===== src/rtl/cpu_sequencer.sv =====
// rtl/cpu_sequencer.sv - fetch/decode/execute control FSM with timed memory req/ack handshake
// Optional feature macro: SEQ_SINGLE_STEP_EN (ADVANCE returns to IDLE, one instruction per start)
module cpu_sequencer #(
    parameter int OPCODE_WIDTH = 3,
    parameter int MEM_TIMEOUT  = 15
) (
    input  logic                    clock,
    input  logic                    n_reset,
    input  logic                    start,
    input  logic [OPCODE_WIDTH-1:0] opcode,
    input  logic                    mem_ack,
    output logic                    mem_req,
    output logic                    mem_we,
    output logic                    ir_load,
    output logic                    alu_en,
    output logic                    reg_we,
    output logic                    pc_en,
    output logic                    halted,
    output logic                    fault,
    output logic [2:0]              state
);
    localparam int CNT_W = $clog2(MEM_TIMEOUT + 1);
    localparam logic [CNT_W-1:0] CNT_LIMIT = CNT_W'(MEM_TIMEOUT);

    localparam logic [OPCODE_WIDTH-1:0] OP_NOP   = OPCODE_WIDTH'(0);
    localparam logic [OPCODE_WIDTH-1:0] OP_ALU   = OPCODE_WIDTH'(1);
    localparam logic [OPCODE_WIDTH-1:0] OP_LOAD  = OPCODE_WIDTH'(2);
    localparam logic [OPCODE_WIDTH-1:0] OP_STORE = OPCODE_WIDTH'(3);
    localparam logic [OPCODE_WIDTH-1:0] OP_HALT  = OPCODE_WIDTH'(7);

    typedef enum logic [2:0] {
        S_IDLE    = 3'd0,
        S_FETCH   = 3'd1,
        S_DECODE  = 3'd2,
        S_EXEC    = 3'd3,
        S_MEM     = 3'd4,
        S_ADVANCE = 3'd5,
        S_HALT    = 3'd6,
        S_FAULT   = 3'd7
    } state_t;

    state_t                  state_q, state_d;
    logic [CNT_W-1:0]        cnt_q, cnt_d;
    logic [OPCODE_WIDTH-1:0] op_q, op_d;

    always_ff @(posedge clock or negedge n_reset) begin
        if (!n_reset) begin
            state_q <= S_IDLE;
            cnt_q   <= '0;
            op_q    <= '0;
        end else begin
            state_q <= state_d;
            cnt_q   <= cnt_d;
            op_q    <= op_d;
        end
    end

    // Wait counter defaults to zero so every entry into FETCH/MEM starts a fresh count.
    always_comb begin
        state_d = state_q;
        cnt_d   = '0;
        op_d    = op_q;
        mem_req = 1'b0;
        mem_we  = 1'b0;
        ir_load = 1'b0;
        alu_en  = 1'b0;
        reg_we  = 1'b0;
        pc_en   = 1'b0;
        halted  = 1'b0;
        fault   = 1'b0;
        case (state_q)
            S_IDLE: begin
                if (start) state_d = S_FETCH;
            end
            S_FETCH, S_MEM: begin
                mem_req = 1'b1;
                mem_we  = (state_q == S_MEM) && (op_q == OP_STORE);
                // An ack on the limit cycle still completes the transfer.
                if (mem_ack) begin
                    if (state_q == S_FETCH) begin
                        ir_load = 1'b1;
                        state_d = S_DECODE;
                    end else begin
                        reg_we  = (op_q == OP_LOAD);
                        state_d = S_ADVANCE;
                    end
                end else if (cnt_q == CNT_LIMIT) begin
                    state_d = S_FAULT;
                end else begin
                    cnt_d = cnt_q + CNT_W'(1);
                end
            end
            S_DECODE: begin
                op_d = opcode;
                case (opcode)
                    OP_NOP, OP_ALU, OP_LOAD, OP_STORE: state_d = S_EXEC;
                    OP_HALT:                           state_d = S_HALT;
                    default:                           state_d = S_FAULT;
                endcase
            end
            S_EXEC: begin
                if (op_q == OP_ALU) begin
                    alu_en = 1'b1;
                    reg_we = 1'b1;
                end
                if (op_q == OP_LOAD || op_q == OP_STORE) state_d = S_MEM;
                else                                     state_d = S_ADVANCE;
            end
            S_ADVANCE: begin
                pc_en = 1'b1;
`ifdef SEQ_SINGLE_STEP_EN
                state_d = S_IDLE;
`else
                state_d = S_FETCH;
`endif
            end
            S_HALT:  halted = 1'b1;
            S_FAULT: fault  = 1'b1;
            default: state_d = state_q;
        endcase
    end

    assign state = state_q;

endmodule


===== config.mk =====
export PLATFORM = sky130hd
export DESIGN_NAME = cpu_sequencer
export DESIGN_NICKNAME = d
export VERILOG_FILES = /design/src/rtl/cpu_sequencer.sv
export SDC_FILE = /design/constraint.sdc
export NUM_CORES = 1
export LEC_CHECK = 0
export BUFFER_PORTS_ARGS = -buffer_cell sky130_fd_sc_hd__buf_2
export CORE_MARGIN = 5
export CORE_UTILIZATION = 48
export CTS_BUF_LIST = sky130_fd_sc_hd__clkbuf_16
export CTS_CLUSTER_DIAMETER = 150
export DETAILED_ROUTE_END_ITERATION = 16
export PLACE_DENSITY = 0.75
export SYNTH_ARGS = -nofsm -noshare
export SYNTH_HDL_FRONTEND = slang
export SYNTH_SLANG_ARGS = --single-unit

===== constraint.sdc =====
create_clock -name clock -period 1.8 [get_ports clock]
set_input_delay 0.18 -clock clock [delete_from_list [all_inputs] [get_ports clock]]
set_output_delay 0.18 -clock clock [all_outputs]
set_load 0.02 [all_outputs]

# --- Word-level counts from Yosys, hierarchy flattened ---
# Index checks and enable logic that the tools add are counted.
totals:
  reg_bits: 10
  inputBits: 7
  out_inout_bits: 11
  wordCells: 52
op_classes:
  reduce_logical: 8
  mux: 23
  n_addsub: 1
  n_eq_ne: 17
ops:
  columns: ["cell", "count"]
  rows:
  - ["3-bit by 2-bit == test with 1-bit output, second input constant", 6]
  - ["3-bit == test, second input constant", 5]
  - ["3-bit case mux with 5 select lines", 1]
  - ["1-bit two-way mux", 13]
  - ["3-bit two-way mux", 4]
  - ["4-bit two-way mux", 3]
  - ["3-bit by 1-bit == test with 1-bit output, second input constant", 3]
  - ["3-bit logical NOT", 2]
  - ["3-bit case mux with 2 select lines", 1]
  - ["5-bit nonzero test", 1]
  - ["4-bit by 1-bit adder with 4-bit output, second input constant", 1]
  - ["4-bit == test, second input constant", 1]
  - ["4-bit OR reduction", 1]
  - ["3-bit inequality test, second input constant", 1]
  - ["3-bit AND reduction", 1]
  - ["2-bit inequality test, second input constant", 1]
  - ["1-bit case mux with 2 select lines", 1]
  - ["2-bit OR reduction", 1]
  - ["1-bit logical AND", 1]
  - ["1-bit logical OR", 1]

# --- Longest topological paths before layout ---
# Gate-level depths: netlist (run 1).
logic_depth:
  ltp_word: 4
  mapped_depth: 4

# --- Worst setup path before layout (run 1) ---
# No wires, ideal clock.
synth_timing:
  kind: "reg-to-output"
  start: "register state_q[2], in the netlist state[2]"
  end: "output port reg_we"
  path_stages_with_launch: 5
  setup_slack_ps: -226
  arrival_time_ps: 1846
  cell_sequence: "dfrtp_1 buf_4 nand2b_4 nor4_1 o21bai_1"
synth_between:
  elab_chain_len: 4
  elab_cells_between_ends: 7
  classes_between: "eq/ne (3); mux (3); reduce/logical (1)"
synth_rtl:
  columns: ["element", "line", "rtl"]
  rows:
  - ["start, declared", "42", "state_t state_q, state_d;"]
  - ["start signal, assigned", "52", "state_q <= state_d;"]
  - ["3-bit by 1-bit == test with 1-bit output", "71, 80", null]
  - ["1-bit two-way mux", "80", "if (state_q == S_FETCH) begin"]
  - ["1-bit two-way mux", "79", "if (mem_ack) begin"]
  - ["1-bit case mux with 2 select lines (*)", "71", "case (state_q)"]
  - ["end, declared", "16", "output logic reg_we,"]
# Mark *: on every way between the ends. The rest lies on a longest branch, timed or not.

# --- Final worst setup path (run 1) ---
layout_timing:
  start: "register state_q[0], in the netlist state[0]"
  end: "output port mem_we"
layout_between:
  elab_chain_len: 3
  elab_cells_between_ends: 5
  classes_between: "eq/ne (2); mux (1); reduce/logical (2)"
layout_rtl:
  columns: ["element", "line", "rtl"]
  rows:
  - ["3-bit == test / 3-bit by 1-bit == test with 1-bit output (equally long branches)", "71, 77", null]
  - ["2-bit OR reduction / 1-bit logical AND (equally long branches)", "71, 77", null]
  - ["1-bit two-way mux (*)", "71", null]
  - ["end, declared", "13", "output logic mem_we,"]
# Marks and branches as above.

==> results of run 1 <==
-- power breakdown --
| group | total [uW] | internal, uW | switching (uW) |
|---|---|---|---|
| Clock | 384 | 287 | 96.8 |
| Combinational | 708 | 332 | 376 |
| Sequential | 455 | 314 | 141 |
| Total | 1550 | 934 | 613 |
-- cell usage after synthesis (all sizes together) --
cell type  number
a211oi          1
a22o            1
a2bb2oi         1
and2            1
and2b           1
and3            4
and3b           1
and4b           1
buf             3
dfrtp          10
ha              1
inv             3
mux2            3
nand2           3
nand2b          1
nand3           1
nand3b          1
nor2            4
nor3            2
nor3b           1
nor4            1
o21ai           2
o21bai          1
o2bb2ai         1
o311a           1
o311ai          1
o31ai           1
or2             1
or3             4
xnor2           2
xor2            1
-- routing by layer --
metal,GRT usage,up-vias,part of all wire
met5,0,-,0
met4,0.05114,0,0.015
met3,0.05078,2,0.073
met2,0.2225,18,0.49
met1,0.2263,240,0.43
li1,-,258,-
-- state kept, by name, indices dropped and copies added, names as in the netlist --
| signal | count |
|---|---|
| cnt_q | 4 |
| op_q | 3 |
| state | 3 |
-- worst max-delay path by stage --
| stage | start | to | slack (ns) | cells after the start |
|---|---|---|---|---|
| 3_5_place_dp | state[0] | mem_we | 0.32 | 4 |
| 2_1_floorplan | state[2] | reg_we | 0.04 | 4 |
| 4_1_cts | state[0] | mem_we | 0.06 | 4 |
| 3_3_place_gp | state[0] | state[1] | 0.36 | 3 |
| 5_1_grt | state[0] | mem_we | 0.02 | 4 |
| 6_report | state[0] | mem_we | 0.11 | 4 |
-- cell usage in the layout (no fill, tap or decap), drive strengths merged --
cell type	count
a211oi	1
a22o	1
a2bb2oi	1
and2	1
and2b	1
and3	4
and3b	1
and4b	1
buf	18
clkbuf	3
dfrtp	10
dlygate4sd3	1
ha	1
inv	3
mux2	3
nand2	3
nand2b	1
nand3	1
nand3b	1
nor2	4
nor3	2
nor3b	1
nor4	1
o21ai	2
o21bai	1
o2bb2ai	1
o311a	1
o311ai	1
o31ai	1
or2	1
or3	4
xnor2	2
xor2	1
-- repair_timing --
action,CTS,global route
endpoints found under the hold margin,10,0
resized for setup,0,2
buffers inserted,0,0
hold buffers,1,0
setup endpoints to repair,0,1
-- through the flow --
| stage | std cells | area [um^2] | total power [uW] | utilization | hold slack (ns) |
|---|---|---|---|---|---|
| finish | 94 | 802.0 | 1547 | 0.6322 | 0.2013 |
| global route | 94 | 802.0 | 1650 | 0.6322 | 0.2082 |
| global placement | 90 | 714.4 | 1138 | 0.5631 | 0.04946 |
| detailed placement | 90 | 714.4 | 1151 | 0.5631 | 0.05469 |
| CTS | 94 | 799.5 | 1552 | 0.6302 | 0.2001 |
| floorplan | 60 | 633.1 | 1008 | - | -0.1156 |
-- layout make-up --
class	count	area, um^2	share of cell area
tap	15	18.77	0.02340
inverter	3	11.26	0.01404
sequential	10	252.7	0.3151
timing repair buffer	19	102.6	0.1279
multi-input combinational	44	341.6	0.4259
clock buffer	3	75.07	0.09360
-- cells by family (layout without fill, tap and decap cells) --
family                   after synthesis  after routing  synth area share
AO/OA/AOI/OAI                         10             10            0.1238
XOR/XNOR                               3              3           0.05390
adder cells (fa/ha/maj)                1              1           0.01996
buffers and inverters                  6             25           0.06587
flip-flops                            10             10            0.3992
multiplexers                           3              3           0.05389
AND/OR/NAND/NOR                       27             27            0.2834
==> results.json, run 1 <==
{
  "slew_viol_final": 0,
  "drc": 0,
  "crit_required_ns": 1.62,
  "num_vias": 518,
  "final_critical_path_setup_slack_ns": 0.1144,
  "synth_cells": 60,
  "rr_worst_depth": 4,
  "timing.critical_path.max_delay_family": "simple AND/OR/NAND/NOR gates",
  "via_per_inst": 5.511,
  "clk_root_buffer_cell": "sky130_fd_sc_hd__clkbuf_16",
  "worst-endpoint-arrival_ns": 1.51,
  "cp_slowest_stage_delay_ns": 0.48,
  "ant_nets": 0,
  "synth_top_cell_by_area": "sky130_fd_sc_hd__dfrtp_1",
  "r2r-start": "state[1]",
  "fill_cells": 107,
  "clk_latency_ns": 0.23,
  "grt_pass1_wl_um": 2373,
  "detail_placement_hpwl_um": 997.9,
  "path_max_fanout": 11,
  "syn-num-nets": 68,
  "min_period_over_period": 0.9364,
  "clk_skew_ns": 0.0006412,
  "setup.worst_path.end_class": "output pin",
  "grt_start_max_net_pins": 12,
  "postSynthAreaPerCell_um2": 10.45,
  "critical_path_buf_inv_count": 1,
  "synth_largest_type_area_fraction": 0.3992,
  "drt_wl_total_um": 1334,
  "ys_seq_area_frac": 0.3992,
  "power.ir.vdd_worst_uv": 919.1,
  "cells_along_the_critical_path": "and2b_2 > nand3b_1 > nor3b_1 > buf_2",
  "htree_num_levels": 1,
  "antennaDiodeCount": 0,
  "via_count_of_the_first_global_routing_pass": 495,
  "setup_tns_ns": 0,
  "clockBufferDepth": 2,
  "mappedNetlistArea_um2": 626.9,
  "synth-seq-cells": 10,
  "timing.slew.headroom": 0.7595,
  "yosys_cell_types": 36,
  "critical_path_class": "flip-flop to output pin",
  "holdCritPathClass": "input pin to flip-flop",
  "floorplan.core_area_um2": 1269,
  "finalHoldViolations": 0,
  "min_path_cells": 2,
  "timing.hold.worst_endpoint": "op_q[0]",
  "port-buffer-count": 17,
  "holdCritStartpoint": "opcode[0]",
  "die_width_um": 46.14,
  "start_kind": "flip-flop",
  "fmax_mhz": 593.3,
  "layout_area_growth_over_synthesis_pct": 27.94,
  "ios": 18,
  "ys_top_cells_by_area": "sky130_fd_sc_hd__dfrtp_1 (40%), sky130_fd_sc_hd__mux2_2 (5.4%), sky130_fd_sc_hd__buf_6 (3.6%)",
  "cts_buffers": 3,
  "cts.clk_slew.worst_paths_ns": 0.04,
  "place_congestion": 0.7868,
  "clock_sink_count": 10,
  "yosysWarningCount": 0,
  "total_leakage_power_uw": 0.0004034,
  "shortest_period_the_worst_path_allows_ns": 1.686,
  "cpMaxStageDelayCell": "sky130_fd_sc_hd__dfrtp_2",
  "die_area_um2": 2128,
  "grt_util_all_layers": 0.1578,
  "drt_pre_antenna_iters": 4,
  "starting_density": 0.4941,
  "rsz0062_at_grt": "no",
  "floorplan.die.height_um": 46.14,
  "crit-reg2reg-capture": "state[2]",
  "wl_per_cell_um": 14.19,
  "run_status": "completed",
  "layout-drive-gt1-share": 0.4430,
  "floorplan.rows": 13,
  "fin_nets": 89,
  "grt_antenna_before_repair": 0,
  "place_ws_ns": 0.3210,
  "worst_margin_pin_slew_ns": 0.3563,
  "setup.reg_to_reg.worst_slack_ns": 0.33,
  "max-cap-violations": 0,
  "global_route.overflow_total": 0,
  "drt_iter0_drc": 6,
  "tritoncts": "built",
  "power_density_nw_per_um2": 1929,
  "setup_viol": 0
}
No activity file was read; power rests on OpenSTA's default activity.
==> run 2, diff against run 1 <==
--- a/config.mk
+++ b/config.mk
@@ -12,6 +12,7 @@
 export CTS_CLUSTER_DIAMETER = 150
 export DETAILED_ROUTE_END_ITERATION = 16
 export PLACE_DENSITY = 0.75
+export RECOVER_POWER = 100
 export SYNTH_ARGS = -nofsm -noshare
 export SYNTH_HDL_FRONTEND = slang
 export SYNTH_SLANG_ARGS = --single-unit
==> run 2 against run 1 <==
Sequential share of layout area up 0.96 points. Sequential cell count is the same. Critical path type unchanged. Largest power group unchanged. Routed wire length up 0.52%. Final cell count is the same. Combinational power is 7.1% lower. Clock power is essentially flat. Clock-buffer cell count unchanged. Utilization shrank 1.9 points.
==> results.json, run 2 (same netlist as run 1, synthesis figures left out) <==
{
  "run_status": "completed",
  "final_critical_path_setup_slack_ns": 0.1117,
  "holdCritStartpoint": "opcode[0]",
  "non_filler_instances": 94,
  "max-cap-violations": 0,
  "floorplan.core_area_um2": 1269,
  "fmax_mhz": 592.3,
  "utilization": 0.6134,
  "clk_skew_ns": 0.0009706,
  "holdCritPathClass": "input pin to flip-flop",
  "total_leakage_power_uw": 0.0003729,
  "critical_path_class": "flip-flop to output pin",
  "slew_viol_final": 0,
  "start_kind": "flip-flop",
  "die_area_um2": 2128,
  "min_period_over_period": 0.9379,
  "power_density_nw_per_um2": 1916,
  "fill_cells": 117,
  "drc": 0,
  "cts.clk_slew.worst_paths_ns": 0.04,
  "starting_density": 0.4941,
  "min_path_cells": 2,
  "post_cts_buffers": 0,
  "setup.reg_to_reg.worst_slack_ns": 0.28,
  "power.ir.vdd_worst_uv": 860.2,
  "clock_sink_count": 10,
  "via_count_of_the_first_global_routing_pass": 495,
  "clk_latency_ns": 0.23,
  "antennaDiodeCount": 0,
  "grt_antenna_before_repair": 0,
  "setup_viol": 0,
  "place_ws_ns": 0.3210,
  "r2r-start": "state[1]",
  "port-buffer-count": 17,
  "drt_wl_total_um": 1341,
  "most_common_cell_after_layout_fill_and_taps_aside": "sky130_fd_sc_hd__buf_2",
  "cts_buffers": 3,
  "die_width_um": 46.14,
  "wl_per_cell_um": 14.27,
  "tritoncts": "built",
  "rsz0062_at_grt": "no",
  "layout_area_growth_over_synthesis_pct": 24.15,
  "worst-endpoint-arrival_ns": 1.51,
  "setup.worst_path.end_class": "output pin",
  "largest_reg_flops": 4,
  "layout-drive-gt1-share": 0.3418,
  "num_vias": 514,
  "timing.hold.worst_endpoint": "op_q[0]",
  "ant_nets": 0,
  "crit-reg2reg-capture": "state[2]",
  "crit_required_ns": 1.62,
  "path_max_fanout": 11,
  "floorplan.die.height_um": 46.14,
  "grt_start_max_net_pins": 12,
  "grt_util_all_layers": 0.1578,
  "grt_pass1_wl_um": 2373,
  "fin_nets": 89,
  "drt_pre_antenna_iters": 4,
  "shortest_period_the_worst_path_allows_ns": 1.688,
  "place_congestion": 0.7868,
  "floorplan.rows": 13,
  "ios": 18,
  "totalPowerFinal_uw": 1491,
  "regMostFlops": "cnt_q",
  "layout.cells.most_common_list": "sky130_fd_sc_hd__buf_2 (9), sky130_fd_sc_hd__dfrtp_1 (8), sky130_fd_sc_hd__clkbuf_1 (5)",
  "detail_placement_hpwl_um": 997.9,
  "timing.slew.headroom": 0.6395,
  "drt_iter0_drc": 9,
  "placedCellCount": 90,
  "rr_worst_depth": 4,
  "clk_root_buffer_cell": "sky130_fd_sc_hd__clkbuf_16",
  "finalHoldViolations": 0,
  "clockBufferDepth": 2,
  "via_per_inst": 5.468,
  "global_route.overflow_total": 0,
  "worst_margin_pin_slew_ns": 0.5407,
  "setup_tns_ns": 0,
  "htree_num_levels": 1
}
==> run 2: cell types whose count changed in the layout (fill, tap and decap cells not counted), sizes merged <==
| cell | change |
|---|---|
| buf | -9 |
| clkbuf | +9 |
==> run 2: area by class of cell <==
type	instances	area, um^2	share of cell area
Inverter	3	11.26	0.01447
Tap cell	15	18.77	0.02412
Timing Repair Buffer	19	93.84	0.1206
Clock buffer	3	75.07	0.09646
Sequential cell	10	252.7	0.3248
Multi-Input combinational cell	44	326.6	0.4196
==> run 2: per-layer routing <==
layer / GRT usage / wire length (um) / vias up / part of all wire
met5: 0 / 0 / - / 0
met4: 0.05114 / 20 / 0 / 0.015
met3: 0.05078 / 75 / 2 / 0.056
met2: 0.2225 / 662 / 11 / 0.49
met1: 0.2263 / 583 / 242 / 0.43
li1: - / - / 259 / -
==> run 2: worst max-delay path, cell delays in order, from the launching register on <==
cell and delay, ns:
sky130_fd_sc_hd__dfrtp_2 0.47, sky130_fd_sc_hd__and2b_2 0.28, sky130_fd_sc_hd__nand3b_1 0.10, sky130_fd_sc_hd__nor3b_1 0.21
sky130_fd_sc_hd__clkbuf_2 0.21
==> run 2: how the worst max path moves through the flow <==
stage / startpoint / endpoint / slack (ns) / cells past startpoint
3_5_place_dp: state[0] / mem_we / 0.32 / 4
4_1_cts: state[0] / mem_we / 0.06 / 4
6_report: state[0] / mem_we / 0.11 / 4
3_3_place_gp: state[0] / state[1] / 0.36 / 3
5_1_grt: state[0] / mem_we / 0.05 / 4
2_1_floorplan: state[2] / reg_we / 0.04 / 4
==> run 2: timing repair <==
item,CTS,global route
hold buffers,1,0
gates resized for setup,0,2
hold endpoints to repair,10,0
endpoints found under the setup margin,0,1
==> run 2: power breakdown <==
group          total [uW]  internal (uW)  switching [uW]
Combinational         658            286             372
Clock                 384            287            96.3
Sequential            449            315             135
Total                1490            888             603
==> run 2: through the flow <==
| stage | area, um^2 | hold slack, ns |
|---|---|---|
| after floorplan | 633.1 | -0.1156 |
| final | 778.2 | 0.2039 |
| after global placement | 714.4 | 0.04946 |
| after detailed placement | 714.4 | 0.05469 |
| after global routing | 778.2 | 0.2082 |
| after CTS | 799.5 | 0.2001 |
